$ cat config.mk
export PLATFORM = sky130hd
export DESIGN_NAME = demux_drive_seq
export DESIGN_NICKNAME = d
export VERILOG_FILES = /design/src/rtl/demux_seq_pkg.sv /design/src/rtl/demux_req_fifo.sv /design/src/rtl/demux_drive_seq.sv
export SDC_FILE = /design/constraint.sdc
export NUM_CORES = 1
export LEC_CHECK = 0
export CAP_MARGIN = 10
export CORE_MARGIN = 2
export CORE_UTILIZATION = 55
export DETAILED_ROUTE_END_ITERATION = 7
export PLACE_DENSITY = 0.82
export SETUP_SLACK_MARGIN = 0.2
export SYNTH_ARGS = -nofsm -noshare
export SYNTH_HDL_FRONTEND = slang
export SYNTH_SLANG_ARGS = --single-unit
$ cat constraint.sdc
create_clock -name clk_i -period 2.4 [get_ports clk_i]
set_input_delay 0.48 -clock clk_i [delete_from_list [all_inputs] [get_ports clk_i]]
set_output_delay 0.48 -clock clk_i [all_outputs]
set_load 0.02 [all_outputs]
$ cat src/rtl/demux_seq_pkg.sv
// Shared types and helpers for the demux drive sequencer.
package demux_seq_pkg;

  typedef enum logic [1:0] {StIdle, StLoad, StDrive, StGap} state_t;

  localparam int unsigned STAT_W = 8;

  function automatic int unsigned num_ch(input int unsigned sel_w);
    return 32'd1 << sel_w;
  endfunction

endpackage

$ cat src/rtl/demux_req_fifo.sv
// Synchronous request FIFO; full/empty tracked with an extra pointer wrap bit.
module demux_req_fifo #(
  parameter int unsigned Width = 3,
  parameter int unsigned Depth = 2
) (
  input  logic             clk_i,
  input  logic             rst_i,
  input  logic             push_i,
  input  logic             pop_i,
  input  logic [Width-1:0] wdata_i,
  output logic [Width-1:0] rdata_o,
  output logic             full_o,
  output logic             empty_o
);

  localparam int unsigned AW = $clog2(Depth);

  logic [AW:0]      wptr_q, rptr_q;
  logic [Width-1:0] mem_q [Depth];
  logic             push_en, pop_en;

  assign full_o  = (wptr_q[AW] != rptr_q[AW]) && (wptr_q[AW-1:0] == rptr_q[AW-1:0]);
  assign empty_o = (wptr_q == rptr_q);
  assign push_en = push_i && !full_o;
  assign pop_en  = pop_i && !empty_o;
  assign rdata_o = mem_q[rptr_q[AW-1:0]];

  always_ff @(posedge clk_i or posedge rst_i) begin
    if (rst_i) begin
      wptr_q <= '0;
      rptr_q <= '0;
    end else begin
      if (push_en) wptr_q <= wptr_q + 1'b1;
      if (pop_en)  rptr_q <= rptr_q + 1'b1;
    end
  end

  always_ff @(posedge clk_i) begin
    if (push_en) mem_q[wptr_q[AW-1:0]] <= wdata_i;
  end

endmodule

$ cat src/rtl/demux_drive_seq.sv
// Sequencer feeding a 1-to-N decoder: buffers requests, holds each for DWELL cycles, then one idle
// cycle. Optional per-channel load counters when DEMUX_SEQ_STATS_EN is defined.
module demux_drive_seq
  import demux_seq_pkg::*;
#(
  parameter int unsigned SEL_W      = 2,
  parameter int unsigned DWELL      = 2,
  parameter int unsigned FIFO_DEPTH = 2
) (
  input  logic                            clk_i,
  input  logic                            reset_i,
  input  logic                            req_valid_i,
  output logic                            req_ready_o,
  input  logic                            req_data_i,
  input  logic [SEL_W-1:0]                req_sel_i,
  output logic                            dec_in_o,
  output logic [SEL_W-1:0]                dec_sel_o,
  output logic                            dec_active_o,
`ifdef DEMUX_SEQ_STATS_EN
  input  logic                            stat_clr_i,
  output logic [num_ch(SEL_W)*STAT_W-1:0] stat_cnt_o,
`endif
  output logic                            busy_o
);

  localparam int unsigned EntW    = SEL_W + 1;
  localparam logic [7:0]  CntInit = 8'(DWELL - 1);

  logic             fifo_full, fifo_empty, push, load;
  logic [EntW-1:0]  head;
  logic [SEL_W-1:0] head_sel;
  state_t           state_q, state_d;
  logic [7:0]       cnt_q, cnt_d;
  logic             dec_in_q, dec_in_d;
  logic [SEL_W-1:0] dec_sel_q, dec_sel_d;
  logic             dec_active_q, dec_active_d;

  assign req_ready_o = !fifo_full && !reset_i;
  assign push        = req_valid_i && req_ready_o;
  assign head_sel    = head[SEL_W-1:0];

  demux_req_fifo #(
    .Width (EntW),
    .Depth (FIFO_DEPTH)
  ) u_fifo (
    .clk_i   (clk_i),
    .rst_i   (reset_i),
    .push_i  (push),
    .pop_i   (load),
    .wdata_i ({req_data_i, req_sel_i}),
    .rdata_o (head),
    .full_o  (fifo_full),
    .empty_o (fifo_empty)
  );

  always_comb begin
    state_d      = state_q;
    cnt_d        = cnt_q;
    dec_in_d     = dec_in_q;
    dec_sel_d    = dec_sel_q;
    dec_active_d = dec_active_q;
    load         = 1'b0;
    unique case (state_q)
      StIdle:  if (!fifo_empty) state_d = StLoad;
      StLoad:  load = 1'b1;
      StDrive: begin
        if (cnt_q == '0) begin
          state_d      = StGap;
          dec_active_d = 1'b0;
          dec_in_d     = 1'b0;
        end else begin
          cnt_d = cnt_q - 1'b1;
        end
      end
      // Reload straight from the gap so back-to-back entries see exactly one idle cycle.
      StGap:   if (!fifo_empty) load = 1'b1; else state_d = StIdle;
      default: state_d = StIdle;
    endcase
    if (load) begin
      state_d      = StDrive;
      cnt_d        = CntInit;
      dec_in_d     = head[EntW-1];
      dec_sel_d    = head_sel;
      dec_active_d = 1'b1;
    end
  end

  always_ff @(posedge clk_i or posedge reset_i) begin
    if (reset_i) begin
      state_q      <= StIdle;
      cnt_q        <= '0;
      dec_in_q     <= 1'b0;
      dec_sel_q    <= '0;
      dec_active_q <= 1'b0;
    end else begin
      state_q      <= state_d;
      cnt_q        <= cnt_d;
      dec_in_q     <= dec_in_d;
      dec_sel_q    <= dec_sel_d;
      dec_active_q <= dec_active_d;
    end
  end

  assign dec_in_o     = dec_in_q;
  assign dec_sel_o    = dec_sel_q;
  assign dec_active_o = dec_active_q;
  assign busy_o       = !fifo_empty || (state_q != StIdle);

`ifdef DEMUX_SEQ_STATS_EN
  localparam int unsigned NumCh = num_ch(SEL_W);

  logic [STAT_W-1:0] stat_q [NumCh];

  // Clear wins over a same-cycle increment; counters stick at all-ones.
  always_ff @(posedge clk_i or posedge reset_i) begin
    if (reset_i) begin
      for (int unsigned i = 0; i < NumCh; i++) stat_q[i] <= '0;
    end else if (stat_clr_i) begin
      for (int unsigned i = 0; i < NumCh; i++) stat_q[i] <= '0;
    end else if (load && (stat_q[head_sel] != '1)) begin
      stat_q[head_sel] <= stat_q[head_sel] + 1'b1;
    end
  end

  always_comb begin
    stat_cnt_o = '0;
    for (int unsigned i = 0; i < NumCh; i++) stat_cnt_o[i*STAT_W +: STAT_W] = stat_q[i];
  end
`endif

endmodule

# --- Word-level counts from Yosys, hierarchy flattened ---
# Memory sizes are Yosys's and may differ from the RTL's.
# Cells that the tools add are included.
totals:
  wordCells: 55
  input_bits: 6
  regBits: 18
  out_inout_bits: 6
  ramBits: 6
  mem_count: 1
classes:
  add_sub_neg: 3
  eq_ne: 10
  n_reduce_logical: 18
  n_mux: 16
mem_list:
  columns: ["memory", "depth", "word_bits", "rd", "rd_ports_with_merged_regs", "write_ports", "line", "text"]
  rows:
  - ["u_fifo.mem_q", 2, 3, 1, 0, 1, "demux_req_fifo.sv:19", "logic [Width-1:0] mem_q [Depth];"]
ops:
  columns: ["operator", "count"]
  rows:
  - ["$mux W8", 3]
  - ["$ne A3 B2 Y1 const B", 3]
  - ["$logic_not A8 Y1", 1]
  - ["$mux W2", 4]
  - ["$sub A8 B1 Y8 const B", 1]
  - ["$mux W1", 7]
  - ["$pmux W2 S3", 1]
  - ["$reduce_bool A2 Y1", 3]
  - ["$logic_and A1 B1 Y1", 5]
  - ["$add A2 B1 Y2 const B", 2]
  - ["$eq A2 B2 Y1 const B", 2]
  - ["$reduce_and A2 Y1", 2]
  - ["$reduce_and A4 Y1", 1]
  - ["$reduce_bool A4 Y1", 1]
  - ["$logic_not A1 Y1", 3]
  - ["$eq A2 B1 Y1 const B", 1]
  - ["$eq A2 B2 Y1", 1]
  - ["$logic_not A2 Y1", 1]
  - ["$ne A2 B1 Y1 const B", 1]
  - ["$pmux W1 S2", 1]
  - ["$eq A1 B1 Y1", 1]
  - ["$logic_or A1 B1 Y1", 1]
  - ["$ne A1 B1 Y1", 1]

# --- Depth between registers and ports, before layout ---
# Gate-level depths: netlist of the first run.
depth:
  ltp_word: 8
  mapped_depth: 6

# --- Cells and area by module ---
# From an unflattened synthesis of the first run, not the netlist that was laid out.
hier_totals:
  cells_unflattened: 108
  hier_area_um2: 1191.1
by_module_without_submodules:
  columns: ["module", "n_inst", "cells_per_inst", "area_each_um2", "seq_area_each_um2"]
  rows:
  - ["demux_drive_seq", 1, 72, 718.2, 350.3]
  - ["demux_req_fifo", 1, 36, 473.0, 280.3]

# --- Least setup slack after synthesis of the first run ---
# OpenSTA, ideal clock, no wires.
synth_path:
  kind: "register to register"
  from: "register u_fifo.rptr_q[0]"
  to: "memory u_fifo.mem_q[0][0], enable pin"
  required_time_ns: 2.081
  slack_ns: 0.651
  arrival_time_ns: 1.430
  path_stages_with_launch: 6
  path_buffers: 1
  synth_period_minus_slack_ns: 1.749
  cell_sequence: "dfrtp_1 > buf_2 > xnor2_1 > a21oi_1 > nand2_1 > nor2_1"
synth_between:
  elab_chain_cells: 8
synth_rtl:
  columns: ["element", "line", "text"]
  rows:
  - ["from (decl)", "demux_req_fifo.sv:18", "logic [AW:0] wptr_q, rptr_q;"]
  - ["from (signal assigned)", "demux_req_fifo.sv:34", "if (pop_en) rptr_q <= rptr_q + 1'b1;"]
  - ["$eq A1 B1 Y1", "demux_req_fifo.sv:22", "assign full_o = (wptr_q[AW] != rptr_q[AW]) && (wptr_q[AW-1:0] == rptr_q[AW-1:0]);"]
  - ["$logic_and A1 B1 Y1", "demux_req_fifo.sv:22", null]
  - ["$logic_not A1 Y1", "demux_drive_seq.sv:38", "assign req_ready_o = !fifo_full && !reset_i;"]
  - ["$logic_and A1 B1 Y1", "demux_drive_seq.sv:38", null]
  - ["via req_ready_o", "demux_drive_seq.sv:13", "output logic req_ready_o,"]
  - ["$logic_and A1 B1 Y1", "demux_drive_seq.sv:39", "assign push = req_valid_i && req_ready_o;"]
  - ["$logic_and A1 B1 Y1", "demux_req_fifo.sv:24", "assign push_en = push_i && !full_o;"]
  - ["$mux W1", "demux_req_fifo.sv:39", "if (push_en) mem_q[wptr_q[AW-1:0]] <= wdata_i;"]
  - ["$mux W1 (implied by the code)", "demux_req_fifo.sv:39", null]
  - ["to (decl)", "demux_req_fifo.sv:19", null]
# The timed path passes the listed nets, and every way through them passes these cells.

# --- Worst setup path in the final report of the first run ---
layout_path:
  from: "register u_fifo.wptr_q[0]"
  to: "output req_ready_o"
layout_between:
  elab_chain_cells: 4
layout_rtl:
  columns: ["element", "line", "text"]
  rows:
  - ["from (decl)", "demux_req_fifo.sv:18", null]
  - ["from (signal assigned)", "demux_req_fifo.sv:33", "if (push_en) wptr_q <= wptr_q + 1'b1;"]
  - ["$eq A1 B1 Y1", "demux_req_fifo.sv:22", null]
  - ["$logic_and A1 B1 Y1", "demux_req_fifo.sv:22", null]
  - ["$logic_not A1 Y1", "demux_drive_seq.sv:38", null]
  - ["$logic_and A1 B1 Y1", "demux_drive_seq.sv:38", null]
  - ["to (decl)", "demux_drive_seq.sv:13", null]
# Every way passes these cells.

==> out/summary.txt, run 1 <==
Status - finished, final reports clean
Final min period - 2.00 ns
Final core occ - 66.6%
Sink Count - 24
Synth Area in Adders - 2.22%
Synthesis-to-layout area growth - 14.8%
First-pass GRT wire length - 3.50 mm
Critical path arrival - 1.52 ns
Largest delay share family, worst path - flip-flops
Multi-input logic area - 458 um^2
Post-synth cell types - 34
Gpl congestion - 0.759
CTS tree - built
WL final - 1.99 mm
Most common cell in the synthesized netlist - dfrtp_1
Filler Cell Count - 159
Final hold slack - 0.557 ns
Max_cap viols - 0
Final worst-path cycle share - 83.4%
Pleak - 0.535 nW
VDD IR max - 0.741 mV
Post-route ant nets - 0
R2R depth - 3
Post-Synth Simple-Gate Area - 16.3%
Total area of sequential cells - 631 um^2
Die ar. - 0.00243 mm^2
Layout cells sized above 1 - 6.84%
Crit path launch - u_fifo.wptr_q[0]$_DFFE_PP0P_
Reg clk slew, reported paths - 0.13 ns
Relative slew margins - 33.8%
HP Class - flip-flop to flip-flop
Setup WS pre-CTS - 0.190 ns
Worst Skew - 0.00390 ns
Yosys reg bits - 24
Post-Route Setup TNS - 0 ns
CP Buf/Inv Count - 1
Congestion Overflow GR - 0
Dominant cell type by area after synthesis - dfrtp_1
WL/cell - 13.8 um
Post-synth EDFFs - 6
Crit path depth - 3
Post-CTS Setup Repair Bufs - 0
Max-slew violation count - 0
CP Data Required Time - 1.92 ns
Ant. Diodes - 0
Ports - 12
Worst skew pair latency - 0.32 ns
DR vias - 798
Async SR Flop Fraction - 75.0%
1st-pass router iterations - 4
CTS Buffer Depth - 2
Die height - 49.3 um
Total GRT Usage - 19.4%
Rows - 16
Synthesized net count - 112
R2R setup slack - 0.56 ns
Reg2reg end - cnt_q[5]$_DFFE_PP0P_
Root Buffer - clkbuf_4
Core Footprint - 0.00194 mm^2
CP max-delay cell - dfrtp_1
Register area share after synthesis - 55.9%
Worst Setup End Kind - output port
Max stage delay on crit path - 0.46 ns
Synthesized area per cell - 10.8 um^2
Synth cell count leaders - dfrtp_1, nor2_1, nand2_1, inv_1
CP max FO - 4
Synth top area share - 40.0%
Design area - 0.00129 mm^2
CP endpoint - req_ready_o
Compound-cell area share of the yosys netlist - 11.5%
DRC Markers - 0
Nets@finish - 126
Final setup fails - 0
Post-Place Cell Area - 0.00126 mm^2
Xor and xnor fraction of the mapped netlist area - 6.22%
Pwr Density - 1330 mW/mm^2
H-tree levels - 1
Ys flop type - dfrtp_1
Startpoint type of the worst setup path - flip-flop
Top cells by area, synth - dfrtp_1, edfxtp_1, xnor2_1
Final WS setup - 0.399 ns
Main combinational cell family by area after synthesis - simple AND/OR/NAND/NOR gates
RSZ-0062 raised after global routing - no
Crit Path Category - flip-flop to output port
Critical path cell sequence - xnor2_2 -> a21oi_1 -> dlygate4sd2_1
Iteration-0 DRC Markers - 15
Worst reg2reg path startpoint - u_fifo.wptr_q[0]$_DFFE_PP0P_
Mapped Cells - 104
Total CTS buffers - 3
Initial antenna violation count - 0
Dpl hpwl - 1.55 mm
# port buffers - 11
Initial Util - 58.1%
Mapped cell area - 0.00113 mm^2
Die Wd - 49.3 um
F_max - 500 MHz
Final hold violations - 0
Multiplexer area fraction after synthesis - 3.66%
Ys Warns - 0
Largest net degree at the start of global routing - 19
Vias in the first global route - 804
Post-DR vias/cell - 5.54
Worst-Margin Slew - 0.988 ns
==> per-layer routing <==
layer / global-route usage (%) / vias up / part of all wire (%)
li1: - / 390 / -
met1: 25.0 / 393 / 45
met2: 31.3 / 9 / 51
met3: 3.68 / 6 / 2.6
met4: 9.52 / 0 / 1.7
met5: 0 / - / 0
==> cell usage in the layout (no fill, tap or decap), drive strengths merged, types with 2 or more instances in the layout <==
cell,netlist,layout
a211oi,2,2
a21oi,5,5
clkbuf,1,3
clkdlybuf4s50,0,9
dfrtp,18,18
edfxtp,6,6
ha,2,2
inv,7,7
mux2i,3,3
nand2,9,9
nand2b,2,2
nand3,2,2
nor2,10,10
nor3,4,4
o21a,2,2
o21ai,6,6
xnor2,6,6
xor2,2,2
==> metrics by stage <==
| stage | std cells | total power (W) |
|---|---|---|
| 5_1_grt | 144 | 0.00186 |
| 4_1_cts | 144 | 0.00173 |
| 2_1_floorplan | 104 | 0.00131 |
| 3_3_place_gp | 140 | 0.00148 |
| 6_report | 144 | 0.00171 |
| 3_5_place_dp | 140 | 0.00154 |
==> worst min path at each step <==
| stage | from | end | slack, ns | cells past startpoint |
|---|---|---|---|---|
| 6_report | dec_sel_o[0]$_DFFE_PP0P_ | dec_sel_o[0]$_DFFE_PP0P_ | 0.56 | 2 |
| 5_1_grt | dec_sel_o[1]$_DFFE_PP0P_ | dec_sel_o[1]$_DFFE_PP0P_ | 0.60 | 2 |
| 4_1_cts | dec_sel_o[1]$_DFFE_PP0P_ | dec_sel_o[1]$_DFFE_PP0P_ | 0.57 | 2 |
| 3_5_place_dp | dec_active_o$_DFFE_PP0P_ | dec_active_o$_DFFE_PP0P_ | 0.54 | 2 |
| 3_3_place_gp | dec_active_o$_DFFE_PP0P_ | dec_active_o$_DFFE_PP0P_ | 0.50 | 2 |
| 2_1_floorplan | reset_i | async pin | 0.42 | 1 |
==> power by group <==
group,switching [W],leakage [nW],total [W],internal [W]
clock network,0.000121,0.0154,0.000182,0.0000611
logic,0.000435,0.248,0.000805,0.000370
registers,0.000152,0.272,0.000726,0.000574
total,0.000709,0.535,0.00171,0.00101
==> cell type report <==
| type | instances | share of cell area, % |
|---|---|---|
| Clock inverter | 1 | 0.290 |
| Inverter | 7 | 2.03 |
| Multi-Input combinational cell | 70 | 35.4 |
| Sequential cell | 24 | 48.7 |
| Clock buffer | 3 | 1.74 |
| Tap cell | 27 | 2.61 |
| Timing Repair Buffer | 12 | 9.19 |
==> cell families (layout without fill, tap and decap cells) <==
logic type | Yosys count | in the layout
flops | 24 | 24
compound gates | 21 | 21
xor+xnor | 8 | 8
mux | 4 | 4
buf+inv | 10 | 23
simple gates | 35 | 35
fa+ha+maj | 2 | 2
==> flip-flops by register name, indices dropped and copies added (netlist names), named ones only <==
register	cells
cnt_q	8
dec_active_o	1
dec_in_o	1
dec_sel_o	2
state_q	1
u_fifo.mem_q	6
u_fifo.rptr_q	2
u_fifo.wptr_q	2
==> worst min-delay path, stage by stage, from the launching register on <==
cell	delay, ns
dfrtp_1	0.38
nor2_1	0.05
a21oi_1	0.10
==> what timing repair did <==
action / in CTS / in global routing
resized for setup: 2 / 1
endpoints found under the setup margin: 2 / 1
hold buffers: 0 / 0
No activity file was read; power rests on OpenSTA's default activity.
==> inputs of run 2 (changes only) <==
--- a/config.mk
+++ b/config.mk
@@ -7,9 +7,9 @@
 export LEC_CHECK = 0
 export CAP_MARGIN = 10
 export CORE_MARGIN = 2
-export CORE_UTILIZATION = 55
+export CORE_UTILIZATION = 54
 export DETAILED_ROUTE_END_ITERATION = 7
-export PLACE_DENSITY = 0.82
+export PLACE_DENSITY = 0.81
 export SETUP_SLACK_MARGIN = 0.2
 export SYNTH_ARGS = -nofsm -noshare
 export SYNTH_HDL_FRONTEND = slang
==> constraint.sdc (replaced) <==
create_clock -name clk_i -period 2.1 [get_ports clk_i]
set_input_delay 0.42 -clock clk_i [delete_from_list [all_inputs] [get_ports clk_i]]
set_output_delay 0.42 -clock clk_i [all_outputs]
set_load 0.02 [all_outputs]
==> run 2 against run 1 <==
Compared with the run above:
- first-iteration DRC count fell by 13%
- clock power rose by 12%
- via count increased by 1.6%
- die area increased by 1.7%
- flip-flop and latch count did not move
- sequential power increased by 19%
- routed wire length fell by 0.60%
- critical path type unchanged
- largest power group unchanged
==> out/summary.txt, run 2 (same netlist as run 1, synthesis figures left out) <==
First-pass GRT wire length - 3.55 mm (was 3.50 mm)
H-tree levels - 1 (unchanged)
Dpl hpwl - 1.47 mm (was 1.55 mm)
Reg clk slew, reported paths - 0.13 ns (about the same)
Worst Setup End Kind - output port (unchanged)
Overall power - 0.00205 W (was 0.00171 W)
CP max FO - 3 (was 4)
Core Footprint - 0.00196 mm^2 (was 0.00194 mm^2)
RSZ-0062 raised after global routing - no (unchanged)
Critical path arrival - 1.40 ns (was 1.52 ns)
Hold buffers post-CTS - 0 (unchanged)
HP Class - primary input to async pin (was flip-flop to flip-flop)
WL/cell - 13.7 um (was 13.8 um)
Post-Route Setup TNS - 0 ns (unchanged)
CP Data Required Time - 1.68 ns (was 1.92 ns)
Nets@finish - 127 (was 126)
Worst Skew - 0.00238 ns (was 0.00390 ns)
Congestion Overflow GR - 0 (unchanged)
Max reg flops - 8 (unchanged)
Post-DR vias/cell - 5.59 (was 5.54)
Initial Util - 57.5% (was 58.1%)
Max-slew violation count - 0 (unchanged)
Filler Cell Count - 171 (was 159)
Rows - 16 (unchanged)
Root Buffer - clkbuf_4 (unchanged)
Ports - 12 (unchanged)
Pleak - 0.544 nW (was 0.535 nW)
Largest Register - cnt_q (unchanged)
# port buffers - 11 (unchanged)
CTS tree - built (unchanged)
DR vias - 811 (was 798)
Max_cap viols - 0 (unchanged)
Final setup fails - 0 (unchanged)
Sink Count - 24 (unchanged)
Worst-Margin Slew - 0.690 ns (was 0.988 ns)
VDD IR max - 1.07 mV (was 0.741 mV)
Final worst-path cycle share - 86.7%
Pwr Density - 1540 mW/mm^2 (was 1330 mW/mm^2)
Vias in the first global route - 816 (was 804)
Status - finished, final reports clean (unchanged)
DRC Markers - 0 (unchanged)
1st-pass router iterations - 5 (was 4)
Die Wd - 49.7 um (was 49.3 um)
Final core occ - 68.0% (was 66.6%)
Final hold violations - 0 (unchanged)
Most frequent cells in the layout - dfrtp_1, nor2_1, nand2_1, clkdlybuf4s50_1, inv_1 (unchanged)
Iteration-0 DRC Markers - 13 (was 15)
WL final - 1.98 mm (was 1.99 mm)
Worst skew pair latency - 0.31 ns (was 0.32 ns)
Startpoint type of the worst setup path - flip-flop (unchanged)
Total GRT Usage - 18.7% (was 19.4%)
CTS Buffer Depth - 2 (unchanged)
Die height - 49.7 um (was 49.3 um)
Relative slew margins - 54.0% (was 33.8%)
Initial antenna violation count - 0 (unchanged)
Total CTS buffers - 3 (unchanged)
Crit Path Category - flip-flop to output port (unchanged)
Post-Place Cell Area - 0.00126 mm^2 (unchanged)
Largest net degree at the start of global routing - 19 (unchanged)
Commonest non-fill, non-tap cell in the layout - dfrtp_1 (unchanged)
Ant. Diodes - 0 (unchanged)
Layout cells sized above 1 - 13.6% (was 6.84%)
F_max - 549 MHz
Die ar. - 0.00247 mm^2 (was 0.00243 mm^2)
Post-route ant nets - 0 (unchanged)
Design area - 0.00133 mm^2 (was 0.00129 mm^2)
Final min period - 1.82 ns
Synthesis-to-layout area growth - 18.3% (was 14.8%)
Gpl congestion - 0.727 (was 0.759)
run 2: power by group:
| part | internal [W] | leakage (nW) | switching (W) |
|---|---|---|---|
| sequential | 0.000663 | 0.268 | 0.000198 |
| clock | 0.0000694 | 0.0154 | 0.000134 |
| combinational | 0.000478 | 0.261 | 0.000511 |
| total | 0.00121 | 0.544 | 0.000843 |
run 2: final cells by class:
class | instances | area, um^2 | share of cell area (%)
sequential | 24 | 636 | 47.7
multi-input combinational | 70 | 492 | 36.9
timing repair buffer | 13 | 120 | 9.01
tap | 27 | 33.8 | 2.53
inverter | 7 | 26.3 | 1.97
clock buffer | 3 | 22.5 | 1.69
clock inverter | 1 | 3.75 | 0.281
run 2: worst paths after layout:
path / startpoint / depth (start not counted) / endpoint / slack [ns]
worst max-delay path: u_fifo.wptr_q[1]$_DFFE_PP0P_ / 3 / busy_o / 0.28
max in group asynchronous: reset_i / 2 / u_fifo.wptr_q[1]$_DFFE_PP0P_ / 1.10
worst max register to register: state_q[0]$_DFFE_PP0P_ / 3 / cnt_q[3]$_DFFE_PP0P_ / 0.34
min in group clk_i: dec_active_o$_DFFE_PP0P_ / 2 / dec_active_o$_DFFE_PP0P_ / 0.53
worst min register to register: dec_active_o$_DFFE_PP0P_ / 2 / dec_active_o$_DFFE_PP0P_ / 0.53
worst min-delay path: reset_i / 2 / u_fifo.rptr_q[1]$_DFFE_PP0P_ / 0.52
run 2: routing by layer:
metal  GRT usage [%]  vias to the layer above  wire length, um
met3            3.94                        4               66
met1            22.7                      389              871
met5               0                        -                0
met4            6.02                        0               24
li1                -                      398                -
met2            32.9                       20             1020
run 2: critical path, stage by stage (launching register included):
cell             delay [ns]
dfrtp_2                0.46
xnor2_2                0.22
nand3_1                0.11
clkdlybuf4s15_1        0.30
run 2: repair_timing:
action	in CTS	in global routing
endpoints found under the setup margin	2	8
buffers inserted	0	1
pin swaps	0	2
resized for setup	3	11
run 2: metrics by stage:
step | setup slack, ns | hold WS, ns | instances
detailed placement | 0.00323 | 0.506 | 140
global route | 0.208 | 0.564 | 145
finish | 0.279 | 0.522 | 145
floorplan | 0.351 | 0.359 | 104
global placement | 0.0294 | 0.498 | 140
CTS | 0.147 | 0.537 | 144
==> inputs of run 3 (changes only) <==
--- a/config.mk
+++ b/config.mk
@@ -9,6 +9,7 @@
 export CORE_MARGIN = 2
 export CORE_UTILIZATION = 54
 export DETAILED_ROUTE_END_ITERATION = 7
+export GPL_TIMING_DRIVEN = 0
 export PLACE_DENSITY = 0.81
 export SETUP_SLACK_MARGIN = 0.2
 export SYNTH_ARGS = -nofsm -noshare
==> run 3 against run 2 <==
Compared with the run above:
- clock skew up 0.0040 ns
- setup slack better by 0.0013 ns
- combinational power hardly changed
- critical endpoint is now req_ready_o
- fmax barely moved
- flip-flop and latch count unchanged
- global-route usage shrank 0.29 points
- highest routed layer unchanged
==> out/summary.txt, run 3 (same netlist as run 1, synthesis figures left out) <==
Status - finished, final reports clean (unchanged)
Clk pwr share - 15.1% (was 9.9%)
Relative slew margins - 53.7% (was 54.0%)
# port buffers - 11 (unchanged)
Final min period - 1.82 ns (about the same)
Busiest grt layer - met2 (unchanged)
Max-slew violation count - 0 (unchanged)
Max stage delay on crit path - 0.39 ns (was 0.46 ns)
Worst Setup End Kind - output port (unchanged)
Initial Util - 57.5% (unchanged)
H-tree levels - 1 (unchanged)
Final setup fails - 0 (unchanged)
Sink Count - 24 (unchanged)
Pwr Density - 1610 mW/mm^2 (was 1540 mW/mm^2)
Pleak - 0.560 nW (was 0.544 nW)
Comb pwr share - 47.1% (was 48.2%)
WL final - 2.04 mm (was 1.98 mm)
Worst Skew - 0.00638 ns (was 0.00238 ns)
DRC Markers - 0 (unchanged)
Met1 Track Usage GR - 22.1% (was 22.7%)
Gpl congestion - 0.792 (was 0.727)
CP Data Required Time - 1.68 ns (about the same)
RSZ-0062 raised after global routing - no (unchanged)
Die ar. - 0.00247 mm^2 (unchanged)
Commonest non-fill, non-tap cell in the layout - dfrtp_1 (unchanged)
Ports - 12 (unchanged)
Hold buffers post-CTS - 0 (unchanged)
F_max - 549 MHz (about the same)
Final hold slack - 0.529 ns (was 0.522 ns)
Root Buffer - clkbuf_4 (unchanged)
Hold Path Depth - 2
P_int - 0.00133 W (was 0.00121 W)
Rows - 16 (unchanged)
WL/cell - 13.9 um (was 13.7 um)
Final worst-path cycle share - 86.7% (about the same)
Crit Path Category - flip-flop to output port (unchanged)
Met2 Track Usage GR - 33.1% (was 32.9%)
Die Wd - 49.7 um (unchanged)
CTS tree - built (unchanged)
CTS Buffer Depth - 2 (unchanged)
Worst-Margin Slew - 0.694 ns (was 0.690 ns)
Total CTS buffers - 3 (unchanged)
Critical path arrival - 1.40 ns (about the same)
Synthesis-to-layout area growth - 20.2% (was 18.3%)
1st-pass router iterations - 4 (was 5)
CP max-delay cell - dfrtp_1 (was dfrtp_2)
Max reg flops - 8 (unchanged)
Largest net degree at the start of global routing - 19 (unchanged)
Vias in the first global route - 829 (was 816)
HP Class - flip-flop to flip-flop (was primary input to async pin)
Post-route ant nets - 0 (unchanged)
Critical path cell sequence - buf_2 -> xnor2_4 -> a21oi_2 -> buf_4 (was xnor2_2 -> nand3_1 -> clkdlybuf4s15_1)
Die height - 49.7 um (unchanged)
Sequential share of power - 37.8% (was 41.9%)
Nets@finish - 129 (was 127)
Switch share - 39.0% (was 41.0%)
Largest Register - cnt_q (unchanged)
Ant. Diodes - 0 (unchanged)
Layout cells sized above 1 - 11.7% (was 13.6%)
Routing usage on met3 - 2.73% (was 3.94%)
Core Footprint - 0.00196 mm^2 (unchanged)
VDD IR max - 0.991 mV (was 1.07 mV)
Reg clk slew, reported paths - 0.13 ns (about the same)
Total GRT Usage - 18.4% (was 18.7%)
Post-DR vias/cell - 5.50 (was 5.59)
Final core occ - 69.1% (was 68.0%)
Iteration-0 DRC Markers - 16 (was 13)
First-pass GRT wire length - 3.51 mm (was 3.55 mm)
Max_cap viols - 0 (unchanged)
Final hold violations - 0 (unchanged)
Worst skew pair latency - 0.31 ns (about the same)
Total net switching power - 0.000849 W (was 0.000843 W)
Initial antenna violation count - 0 (unchanged)
DR vias - 808 (was 811)
Most frequent cells in the layout - dfrtp_1, nor2_1, nand2_1, clkdlybuf4s50_1, inv_1 (unchanged)
Dpl hpwl - 1.46 mm (was 1.47 mm)
Final Non-Filler Cells - 147 (was 145)
Placed cells - 142 (was 140)
CP max FO - 6 (was 3)
Post-Route Setup TNS - 0 ns (unchanged)
Congestion Overflow GR - 0 (unchanged)
Startpoint type of the worst setup path - flip-flop (unchanged)
R2R depth - 5 (was 3)
run 3: final timing paths:
check / startpoint / endpoint / slack, ns
worst min register to register: dec_active_o$_DFFE_PP0P_ / dec_active_o$_DFFE_PP0P_ / 0.53
min in group asynchronous: reset_i / u_fifo.wptr_q[0]$_DFFE_PP0P_ / 0.57
max in group asynchronous: reset_i / cnt_q[3]$_DFFE_PP0P_ / 1.08
worst max-delay path: u_fifo.rptr_q[0]$_DFFE_PP0P_ / req_ready_o / 0.28
worst min-delay path: dec_active_o$_DFFE_PP0P_ / dec_active_o$_DFFE_PP0P_ / 0.53
worst max register to register: u_fifo.rptr_q[0]$_DFFE_PP0P_ / cnt_q[5]$_DFFE_PP0P_ / 0.33
run 3: routing by layer:
layer,part of all wire (%),vias up
li1,-,395
met1,43,400
met2,54,11
met3,2.4,2
met4,0.39,0
met5,0,-
run 3: per-stage QoR:
stage               setup WS, ns  area [um^2]  total power, W
floorplan                  0.351         1130         0.00149
global placement         0.00741         1270         0.00172
detailed placement        0.0155         1270         0.00176
CTS                        0.211         1340         0.00214
global route               0.221         1360         0.00234
finish                     0.280         1360         0.00218
run 3: worst max-delay path, delay by kind of cell, from the launching register on:
kind,cells,cell delay [ns]
buf+inv,2,0.35
xor+xnor,1,0.18
flops,1,0.39
compound gates,1,0.17
run 3: timing repair:
item                                    in CTS  in global routing
cloned                                       0                  0
setup buffers                                0                  1
hold endpoints to repair                     0                  0
endpoints found under the setup margin       2                  6
resized for setup                           10                  3
pin swaps                                    1                  2
run 3: final cells by class:
type	instances	area (um^2)
well taps	27	33.8
inverters	7	26.3
flip-flops and latches	24	631
plain buffers	3	20.0
multi-input cells	70	482
clock inverters	1	30.0
clock buffers	3	22.5
repair buffers	12	110
fillers	162	607
run 3: power groups by stage:
stage	registers, W	clock network, W	logic, W
after global placement	0.000801	0	0.000916
after CTS	0.000814	0.000337	0.000994
final	0.000823	0.000329	0.00102
after detailed placement	0.000814	0	0.000944
after global routing	0.000843	0.000361	0.00114
after floorplan	0.000823	0	0.000669
